### src/rtl/pipeline_ctrl.sv
// Pipeline hazard/flow controller: load-use stalls, taken-branch flushes and a
// halt sequence that drains the pipe with bubbles before parking in HALTED.
module pipeline_ctrl #(
  parameter int                  SIZE_ADDR_BR = 5,
  parameter int                  SIZE_OP      = 6,
  parameter logic [SIZE_OP-1:0]  HALT_OP      = {SIZE_OP{1'b1}},
  parameter int                  DRAIN_CYCLES = 3,
  parameter int                  CNT_W        = 16
) (
  input  logic                    clk,
  input  logic                    reset,
  input  logic                    start,
  input  logic [SIZE_ADDR_BR-1:0] id_rs,
  input  logic [SIZE_ADDR_BR-1:0] id_rt,
  input  logic [SIZE_OP-1:0]      id_opcode,
  input  logic                    ex_memread,
  input  logic [SIZE_ADDR_BR-1:0] ex_rt,
  input  logic                    mem_branch_taken,
  output logic                    pc_we,
  output logic                    ifid_we,
  output logic                    ifid_flush,
  output logic                    idex_bubble,
  output logic                    exmem_flush,
  output logic [2:0]              state,
  output logic                    halted,
  output logic [CNT_W-1:0]        stall_cnt,
  output logic [CNT_W-1:0]        flush_cnt
);

  localparam int DW = (DRAIN_CYCLES > 2) ? $clog2(DRAIN_CYCLES) : 1;
  // The halt cycle itself loads DRAIN_CYCLES-1 so DRAIN lasts exactly DRAIN_CYCLES cycles.
  localparam logic [DW-1:0] DRAIN_LOAD = DW'((DRAIN_CYCLES > 0) ? DRAIN_CYCLES - 1 : 0);

  typedef enum logic [2:0] {
    S_IDLE   = 3'd0,
    S_RUN    = 3'd1,
    S_DRAIN  = 3'd2,
    S_HALTED = 3'd3
  } state_t;

  state_t           state_reg;
  logic [DW-1:0]    drain_reg;
  logic [CNT_W-1:0] stall_reg;
  logic [CNT_W-1:0] flush_reg;
  logic             load_use;
  logic             halt_req;

  assign load_use = ex_memread && (ex_rt != '0) && ((ex_rt == id_rs) || (ex_rt == id_rt));
  assign halt_req = (id_opcode == HALT_OP);

  // Control outputs must react in the same cycle as the hazard inputs, so they
  // are decoded combinationally from the registered state.
  always_comb begin
    pc_we       = 1'b0;
    ifid_we     = 1'b0;
    ifid_flush  = 1'b0;
    idex_bubble = 1'b0;
    exmem_flush = 1'b0;
    case (state_reg)
      S_RUN: begin
        if (mem_branch_taken) begin
          pc_we       = 1'b1;
          ifid_we     = 1'b1;
          ifid_flush  = 1'b1;
          idex_bubble = 1'b1;
          exmem_flush = 1'b1;
        end else if (load_use) begin
          idex_bubble = 1'b1;
        end else if (halt_req) begin
          ifid_we    = 1'b1;
          ifid_flush = 1'b1;
        end else begin
          pc_we   = 1'b1;
          ifid_we = 1'b1;
        end
      end
      S_DRAIN: idex_bubble = 1'b1;
      default: ;
    endcase
  end

  always_ff @(posedge clk or negedge reset) begin
    if (!reset) begin
      state_reg <= S_IDLE;
      drain_reg <= '0;
      stall_reg <= '0;
      flush_reg <= '0;
    end else begin
      case (state_reg)
        S_IDLE, S_HALTED: begin
          if (start) state_reg <= S_RUN;
        end
        S_RUN: begin
          if (mem_branch_taken) begin
            if (flush_reg != {CNT_W{1'b1}}) flush_reg <= flush_reg + CNT_W'(1);
          end else if (load_use) begin
            if (stall_reg != {CNT_W{1'b1}}) stall_reg <= stall_reg + CNT_W'(1);
          end else if (halt_req) begin
            state_reg <= S_DRAIN;
            drain_reg <= DRAIN_LOAD;
          end
        end
        S_DRAIN: begin
          if (drain_reg == '0) state_reg <= S_HALTED;
          else                 drain_reg <= drain_reg - DW'(1);
        end
        default: state_reg <= S_IDLE;
      endcase
    end
  end

  assign state     = state_reg;
  assign halted    = (state_reg == S_HALTED);
  assign stall_cnt = stall_reg;
  assign flush_cnt = flush_reg;

endmodule

### config.mk
export PLATFORM = sky130hd
export DESIGN_NAME = pipeline_ctrl
export DESIGN_NICKNAME = d
export VERILOG_FILES = /design/src/rtl/pipeline_ctrl.sv
export SDC_FILE = /design/constraint.sdc
export NUM_CORES = 1
export LEC_CHECK = 0
export CAP_MARGIN = 20
export CORE_ASPECT_RATIO = 1.1
export CORE_UTILIZATION = 49
export DETAILED_ROUTE_END_ITERATION = 10
export PLACE_DENSITY = 0.83
export RECOVER_POWER = 100
export SYNTH_ARGS = -nofsm -noshare
export SYNTH_HDL_FRONTEND = slang
export SYNTH_SLANG_ARGS = --single-unit
### constraint.sdc
create_clock -name clk -period 6.75 [get_ports clk]
set_input_delay 1.35 -clock clk [delete_from_list [all_inputs] [get_ports clk]]
set_output_delay 1.35 -clock clk [all_outputs]
set_load 0.1 [all_outputs]
==> results of run 1 <==
## through the flow
step | utilization [%] | setup slack (ps) | hold WS, ps | cell area [µm²]
finish | 73.05 | 1078 | 483.5 | 2754
global route | 73.05 | 898.3 | 515.8 | 2754
CTS | 73.78 | 1291 | 492.9 | 2781
detailed placement | 71.29 | 1294 | 479.1 | 2688
global placement | 71.29 | 1330 | 478.2 | 2688
floorplan | - | 1444 | 518.1 | 1986
## final cells by class
class	instances	area (µm²)	area share [%]
clock buffer	7	86.33	3.135
multi-input combinational	143	1008	36.62
timing repair buffer	66	635.6	23.08
sequential	36	900.9	32.71
clock inverter	1	7.507	0.2726
inverter	14	52.55	1.908
tap	50	62.56	2.272
## Yosys cell counts
| cell type | number | area share (%) |
|---|---|---|
| and4_1 | 6 | 2.6 |
| and3_1 | 7 | 2.2 |
| conb_1 | 1 | 0.19 |
| a211o_1 | 1 | 0.44 |
| o31ai_1 | 1 | 0.38 |
| xnor2_1 | 33 | 15 |
| xor2_1 | 7 | 3.1 |
| nand2b_1 | 2 | 0.63 |
| nor2_1 | 9 | 1.7 |
| ha_1 | 7 | 4.4 |
| mux2i_1 | 2 | 1.0 |
| nand3_1 | 17 | 4.3 |
| o22ai_1 | 1 | 0.32 |
| a32o_1 | 1 | 0.50 |
| nand4_1 | 6 | 1.9 |
| a21oi_1 | 4 | 1.0 |
| clkinv_1 | 1 | 0.19 |
| or4_1 | 1 | 0.38 |
| o21ai_0 | 1 | 0.25 |
| nor3_1 | 4 | 1.0 |
| mux2_2 | 2 | 1.1 |
| or3b_1 | 1 | 0.44 |
| nor4_2 | 1 | 0.63 |
| clkbuf_1 | 1 | 0.19 |
| o21a_1 | 1 | 0.38 |
| buf_4 | 1 | 0.38 |
| a222oi_1 | 1 | 0.50 |
| nor4_1 | 2 | 0.63 |
| a221o_1 | 1 | 0.50 |
| o221ai_1 | 1 | 0.44 |
| o2111ai_1 | 1 | 0.44 |
| a31oi_1 | 1 | 0.32 |
| o211ai_1 | 1 | 0.38 |
| a211oi_4 | 1 | 1.0 |
| dfrtp_1 | 36 | 45 |
| nand2_1 | 15 | 2.8 |
| inv_1 | 13 | 2.5 |
| o21ai_1 | 1 | 0.25 |
| and2_1 | 2 | 0.63 |
## power by group
part	total (mW)	internal, mW	switching (mW)
clock network	0.158	0.0829	0.0751
registers	0.283	0.249	0.0342
logic	0.568	0.131	0.437
## worst max-delay path by stage
stage,from,slack [ps],depth (start not counted),end
final,ex_rt[4],1080,8,idex_bubble
after global routing,ex_rt[4],900,8,idex_bubble
after CTS,ex_rt[1],1290,8,pc_we
after detailed placement,ex_rt[1],1290,8,pc_we
after global placement,ex_rt[1],1330,8,pc_we
after floorplan,ex_rt[4],1440,7,idex_bubble
## logic make-up (layout without fill, tap and decap cells)
| logic type | Yosys count | in the layout | synth area share [%] |
|---|---|---|---|
| and+or+nand+nor | 73 | 73 | 19.91 |
| xor gates and xnor gates | 40 | 40 | 17.64 |
| DFF | 36 | 36 | 45.37 |
| AOI/OAI and AO/OA | 18 | 18 | 7.121 |
| buffers and inverters | 16 | 88 | 3.214 |
| adders and majority gates | 7 | 7 | 4.411 |
| muxes | 4 | 4 | 2.142 |
| other | 1 | 1 | 0.1889 |
## routing by layer
layer / vias to the layer above / GRT usage, % / part of all wire, %
li1: 826 / - / -
met1: 817 / 27.89 / 45
met2: 37 / 42.12 / 50
met3: 5 / 5.921 / 3.7
met4: 0 / 8.721 / 1.1
met5: - / 0 / 0
==> results.yml, run 1 <==
global_route:
  grt_max_degree: 37
  grt-ovfl-total: 0
  grt_pass1_vias: 1640
  grt_pass1_wl_um: 7714
  antenna_found_initial: 0
  grt_usage_pct: 23.58
power:
  ir_drop_uv: 151.7
  total_power_mw: 1.009
  p_leak_nw: 1.285
  powerDensity_nw_per_um2: 366.2
logic_synthesis:
  mappedNetlistNets: 228
  synth.avg_cell_area_um2: 10.18
  ys_seq_elements: 36
  yosysWarnings: 0
  ys_seq_area_share_pct: 45.37
  syn_inst: 195
  ys_types: 39
  synth.cell_area_um2: 1986
route:
  vias: 1685
  routedWlPerCell_um: 14.32
  drcViolationCount: 0
  dr.pass1.iters: 4
  drt_iter0_markers: 95
  via_per_inst: 5.315
  routed_wl_um: 4541
  drt.antenna.violating_nets: 0
sta:
  hold_viol: 0
  fin_skew_ps: 10.14
  final_max_slew_viol_count: 37
  fmax_mhz: 176.3
  setup_viol: 0
  tns_ps: 0
  rsz0062_at_grt: "false"
  period_needed_ps: 5672
  post-route-period-util_pct: 84.04
  relSlewSlack_pct: -24.84
  worstMarginPinSlew_ps: 1873
finish:
  n_fill_cell: 282
  final_common_cell: "dlygate4sd3_1"
  area_delta_synth_final_pct: 38.69
  drive_above_1_share_pct: 3.371
  antennaDiodeCount: 0
  final_cells: 317
  fin_nets: 299
  final_cell_mix: "40 x dlygate4sd3_1, 36 x dfrtp_1, 33 x xnor2_1"
die:
  rows: 23
  fp.dieArea_um2: 4311
  coreArea_um2: 3770
  die_h_um: 68.77
  start_util_pct: 52.67
  pin_count: 67
  die_x_um: 62.70
run_status:
  violations: "max-capacitance violations, max-slew violations"
  status: "complete, but fails checks"
cts:
  clock_sinks: 36
  clockBufferDepth: 2
  cts-htree-levels: 2
  post_cts_buffers: 0
  cts_tree: "done"
  cts_made_buffers: 5
  worstSkewPairLatency_ps: 290
  cts_resized: 0
  clkTransAtPathRegs_ps: 70
  clock-root-buffer: "clkbuf_8"
  ctsHoldBuffers: 0
worst_setup_path:
  crit_chain: "dlygate4sd3_1 -> xnor2_1 -> nand3_1 -> o22ai_1 -> and2_0 -> o21ai_0 -> a21oi_1 -> clkbuf_1"
  cp_num_buf_inv: 2
  crit_family: "buffers and inverters"
  path_class: "in -> out"
  r2r_slack_ps: 4290
  max_stage_delay_ps: 880
  slowest_stage: "clkbuf_1"
  rr_startpoint: "state[1]"
  startpoint_type: "primary input"
  crit_path_end_kind: "output port"
  cp_max_fo: 13
  reg2reg_depth: 8
  worstPathArrival_ps: 4320
  r2r-end: "flush_cnt[15]"
  critPathRequiredTime_ps: 5400
place:
  routabilityCongestion: 0.7678
  place_inst: 309
  hpwl_um: 3443
  port_buffers: 65
worst_hold_path:
  holdPathStages: 1
  min-delay-start: "flush_cnt[4]"
  hold_end: "flush_cnt[4]"
  worst_hold_path_type: "reg -> reg"
flow_run:
  drv_cap: 1
Note: power is estimated with default switching activity, not from simulation.
==> run 2, diff against run 1 <==
--- a/config.mk
+++ b/config.mk
@@ -7,9 +7,9 @@
 export LEC_CHECK = 0
 export CAP_MARGIN = 20
 export CORE_ASPECT_RATIO = 1.1
-export CORE_UTILIZATION = 49
+export CORE_UTILIZATION = 45
 export DETAILED_ROUTE_END_ITERATION = 10
-export PLACE_DENSITY = 0.83
+export PLACE_DENSITY = 0.77
 export RECOVER_POWER = 100
 export SYNTH_ARGS = -nofsm -noshare
 export SYNTH_HDL_FRONTEND = slang
==> constraint.sdc (replaced) <==
create_clock -name clk -period 5.59 [get_ports clk]
set_input_delay 1.118 -clock clk [delete_from_list [all_inputs] [get_ports clk]]
set_output_delay 1.118 -clock clk [all_outputs]
set_load 0.1 [all_outputs]
==> results.yml, run 2 (synthesis results as in run 1) <==
run_status:
  status: "complete, but fails checks"
  violations: "max-capacitance violations, max-slew violations"
sta:
  tns_ps: 0
  period_needed_ps: 4896
  fin_skew_ps: 8.364
  hold_viol: 0
  post-route-period-util_pct: 87.59
  fmax_mhz: 204.2
  hold_slack_ps: 493.2
  setup_viol: 0
  final_max_slew_viol_count: 37
  worstMarginPinSlew_ps: 1859
  rsz0062_at_grt: "false"
  relSlewSlack_pct: -23.96
  timing.final.ws_setup_ps: 693.9
cts:
  cts_resized: 0
  worstSkewPairLatency_ps: 290
  ctsHoldBuffers: 0
  cts_tree: "done"
  clock_sinks: 36
  cts-htree-levels: 2
  cts_made_buffers: 5
  clockBufferDepth: 2
  post_cts_buffers: 0
  clkTransAtPathRegs_ps: 70
  clock-root-buffer: "clkbuf_8"
worst_setup_path:
  cp.depth: 8
  reg2reg_depth: 8
  crit_chain: "dlygate4sd3_1 -> or4_1 -> o21ai_0 -> inv_1 -> nand2_1 -> a21oi_1 -> nor2_1 -> clkbuf_1"
  startpoint_type: "primary input"
  cp_num_buf_inv: 3
  crit_path_end_kind: "output port"
  cp_max_fo: 6
  max_stage_delay_ps: 900
  critPathRequiredTime_ps: 4470
  slowest_stage: "clkbuf_1"
  crit_family: "buffers and inverters"
  worstPathArrival_ps: 3780
  path_class: "in -> out"
finish:
  utilization_pct: 67.25
  area_delta_synth_final_pct: 38.31
  final_cell_mix: "39 x dlygate4sd3_1, 36 x dfrtp_1, 33 x xnor2_1"
  drive_above_1_share_pct: 5.243
  antennaDiodeCount: 0
  register_area_um2: 900.9
  final_cells: 319
  n_fill_cell: 355
  final_cell_area_um2: 2746
  final_common_cell: "dlygate4sd3_1"
  fin_nets: 299
  multiInputGateArea_um2: 1008
route:
  routedWlPerCell_um: 13.25
  routed-wl-met3_um: 182
  top_layer: "met4"
  drcViolationCount: 0
  m1WireLength_um: 1936
  drt_iter0_markers: 115
  drt.antenna.violating_nets: 0
  dr.pass1.iters: 4
  via_per_inst: 5.285
  route.met2.wl_um: 2053
  routed_wl_um: 4226
  vias: 1686
global_route:
  grt_pass1_wl_um: 7258
  grt_pass1_vias: 1566
  grt-ovfl-total: 0
  grt_max_degree: 37
  grt_usage_pct: 20.26
  antenna_found_initial: 0
die:
  start_util_pct: 48.62
  die_h_um: 71.67
  rows: 24
  fp.dieArea_um2: 4683
  pin_count: 67
  coreArea_um2: 4084
  die_x_um: 65.34
place:
  dp_slack_ps: 1192
  routabilityCongestion: 0.7755
  hpwl_um: 3283
  placed_area_um2: 2685
  port_buffers: 65
  place_inst: 311
power:
  total_power_mw: 1.202
  ir_drop_uv: 310.2
  powerDensity_nw_per_um2: 437.5
  p_leak_nw: 1.289
flow_run:
  drv_cap: 1
worst_hold_path:
  worst_hold_path_type: "reg -> reg"
  holdPathStages: 1
-- run 2: final timing paths --
check / start / end / slack (ps)
worst max-delay path: ex_rt[1] / pc_we / 690
worst min-delay path: flush_cnt[4] / flush_cnt[4] / 490
worst max register to register: state[1] / flush_cnt[15] / 3220
worst min register to register: flush_cnt[4] / flush_cnt[4] / 490
max in group asynchronous: reset / stall_cnt[5] / 2650
min in group asynchronous: reset / flush_cnt[10] / 1860
-- run 2: area by class of cell --
type	instances	share of cell area [%]
Clock buffer	5	2.506
Clock inverter	3	0.6834
Inverter	14	1.913
Multi-Input combinational cell	143	36.72
Sequential cell	36	32.80
Tap cell	52	2.369
Timing Repair Buffer	66	23.01
-- run 2: where the power goes --
part,total [mW],switching [mW],internal [mW]
registers,0.340,0.0400,0.300
logic,0.679,0.520,0.159
clock network,0.183,0.0961,0.0868
total,1.20,0.656,0.545
-- run 2: metal layers --
metal	GRT usage, %	vias to the layer above
met5	0	-
met3	4.777	6
met2	32.07	46
met4	5.797	0
li1	-	823
met1	27.66	811
-- run 2: worst register-to-register path, cell delays in order (launching register included) --
cell	delay, ps
dfrtp_1	430
inv_1	90
ha_1	300
clkinv_1	290
nor2_1	270
nand3_1	120
or3b_1	430
nor3_1	190
xor2_1	170
==> run 3, diff against run 2 <==
--- a/config.mk
+++ b/config.mk
@@ -7,10 +7,12 @@
 export LEC_CHECK = 0
 export CAP_MARGIN = 20
 export CORE_ASPECT_RATIO = 1.1
+export CORE_MARGIN = 4
 export CORE_UTILIZATION = 45
 export DETAILED_ROUTE_END_ITERATION = 10
 export PLACE_DENSITY = 0.77
 export RECOVER_POWER = 100
+export SLEW_MARGIN = 10
 export SYNTH_ARGS = -nofsm -noshare
 export SYNTH_HDL_FRONTEND = slang
 export SYNTH_SLANG_ARGS = --single-unit
==> results.yml, run 3 (synthesis results as in run 1) <==
run_status:
  status: "complete, but fails checks"
  violations: "max-capacitance violations, max-slew violations"
finish:
  antennaDiodeCount: 0
  final_cell_mix: "39 x dlygate4sd3_1, 36 x dfrtp_1, 33 x xnor2_1"
  utilization_pct: 64.23
  area_delta_synth_final_pct: 38.63
  final_common_cell: "dlygate4sd3_1"
  fin_nets: 299
  final_cell_area_um2: 2753
  drive_above_1_share_pct: 4.869
worst_setup_path:
  startpoint_type: "primary input"
  crit_family: "buffers and inverters"
  crit_path_end_kind: "output port"
  r2r-end: "flush_cnt[15]"
  cp_max_fo: 6
  reg2reg_depth: 8
  path_class: "in -> out"
  rr_startpoint: "state[1]"
  critPathRequiredTime_ps: 4470
  r2r_slack_ps: 3220
  max_stage_delay_ps: 890
  slowest_stage: "clkbuf_1"
  crit_chain: "dlygate4sd3_1 -> or4_1 -> o21ai_0 -> inv_1 -> nand2_1 -> a21oi_1 -> nor2_1 -> clkbuf_1"
  worstPathArrival_ps: 3760
  cp_num_buf_inv: 3
power:
  seqPwrFrac_pct: 28.2
  p_leak_nw: 1.285
  ir_drop_uv: 250.8
  intPower_mw: 0.5570
  p_sw_share_pct: 54.08
  p_switching_mw: 0.6559
  powerDensity_nw_per_um2: 440.6
  total_power_mw: 1.213
  p_comb_share_pct: 56.0
  p_clk_share_pct: 15.8
route:
  routedWlPerCell_um: 14.34
  vias: 1691
  routed_wl_um: 4603
  drt.antenna.violating_nets: 0
  via_per_inst: 5.268
  drcViolationCount: 0
  drt_iter0_markers: 74
  dr.pass1.iters: 5
sta:
  setup_viol: 0
  post-route-period-util_pct: 87.25
  fmax_mhz: 205.0
  tns_ps: 0
  hold_viol: 0
  relSlewSlack_pct: -28.20
  final_max_slew_viol_count: 37
  fin_skew_ps: 6.240
  rsz0062_at_grt: "false"
  timing.final.ws_setup_ps: 713.0
  worstMarginPinSlew_ps: 1923
  period_needed_ps: 4877
cts:
  clock_sinks: 36
  cts_tree: "done"
  cts_made_buffers: 5
  cts_resized: 0
  ctsHoldBuffers: 0
  clockBufferDepth: 2
  post_cts_buffers: 0
  clkTransAtPathRegs_ps: 70
  worstSkewPairLatency_ps: 290
  cts-htree-levels: 2
  clock-root-buffer: "clkbuf_8"
place:
  placed_area_um2: 2688
  hpwl_um: 3574
  dp_slack_ps: 1215
  routabilityCongestion: 0.8048
  port_buffers: 65
die:
  start_util_pct: 46.34
  coreArea_um2: 4285
  rows: 25
  die_x_um: 71.34
  die_h_um: 77.67
  fp.dieArea_um2: 5541
  pin_count: 67
worst_hold_path:
  min-delay-start: "flush_cnt[10]"
  worst_hold_path_type: "reg -> reg"
  hold_end: "flush_cnt[10]"
  holdPathStages: 1
global_route:
  grt_usage_pct: 18.17
  grt_pass1_vias: 1724
  grt_pass1_wl_um: 8086
  grt-ovfl-total: 0
  grt_max_degree: 37
  antenna_found_initial: 0
flow_run:
  drv_cap: 1
==> run 3: cell types whose count changed in the layout (fill, tap and decap cells not counted) <==
cell and change:
clkinv_2 -2, buf_4 -1, clkbuf_1 +1, clkbuf_2 +1, clkbuf_8 +1, clkinv_4 -1, clkinvlp_4 +1
==> run 3: area by class of cell <==
class | count | area, µm²
fill | 375 | 1533
multi-input combinational | 143 | 1008
sequential | 36 | 900.9
timing repair buffer | 66 | 629.4
clock buffer | 7 | 86.33
tap | 54 | 67.56
inverter | 14 | 52.55
clock inverter | 1 | 7.507
==> run 3: power groups by stage <==
stage	clock, mW	combinational (mW)	sequential [mW]
floorplan	0	0.318	0.571
global route	0.210	0.716	0.351
global placement	0	0.699	0.347
detailed placement	0	0.706	0.349
finish	0.192	0.679	0.342
CTS	0.200	0.708	0.344
==> run 3: stage by stage <==
step | hold slack, ps | cells
2_1_floorplan | 518.1 | 195
3_3_place_gp | 477.0 | 313
3_5_place_dp | 485.0 | 313
4_1_cts | 498.4 | 321
5_1_grt | 513.1 | 321
6_report | 487.2 | 321
==> run 3: worst max-delay path by stage <==
stage	from	endpoint	slack [ps]	cells after the start
after global routing	ex_rt[1]	pc_we	580	8
final	ex_rt[1]	pc_we	710	8
after global placement	ex_rt[1]	ifid_flush	1230	8
after detailed placement	ex_rt[1]	ifid_flush	1210	8
after CTS	ex_rt[1]	ifid_flush	1220	8
after floorplan	ex_rt[4]	idex_bubble	750	7
==> run 3: layer usage <==
layer,global-route usage (%),part of all wire (%)
met1,23.02,43
met2,30.61,51
met3,3.109,4.0
met4,6.955,1.6
met5,0,0
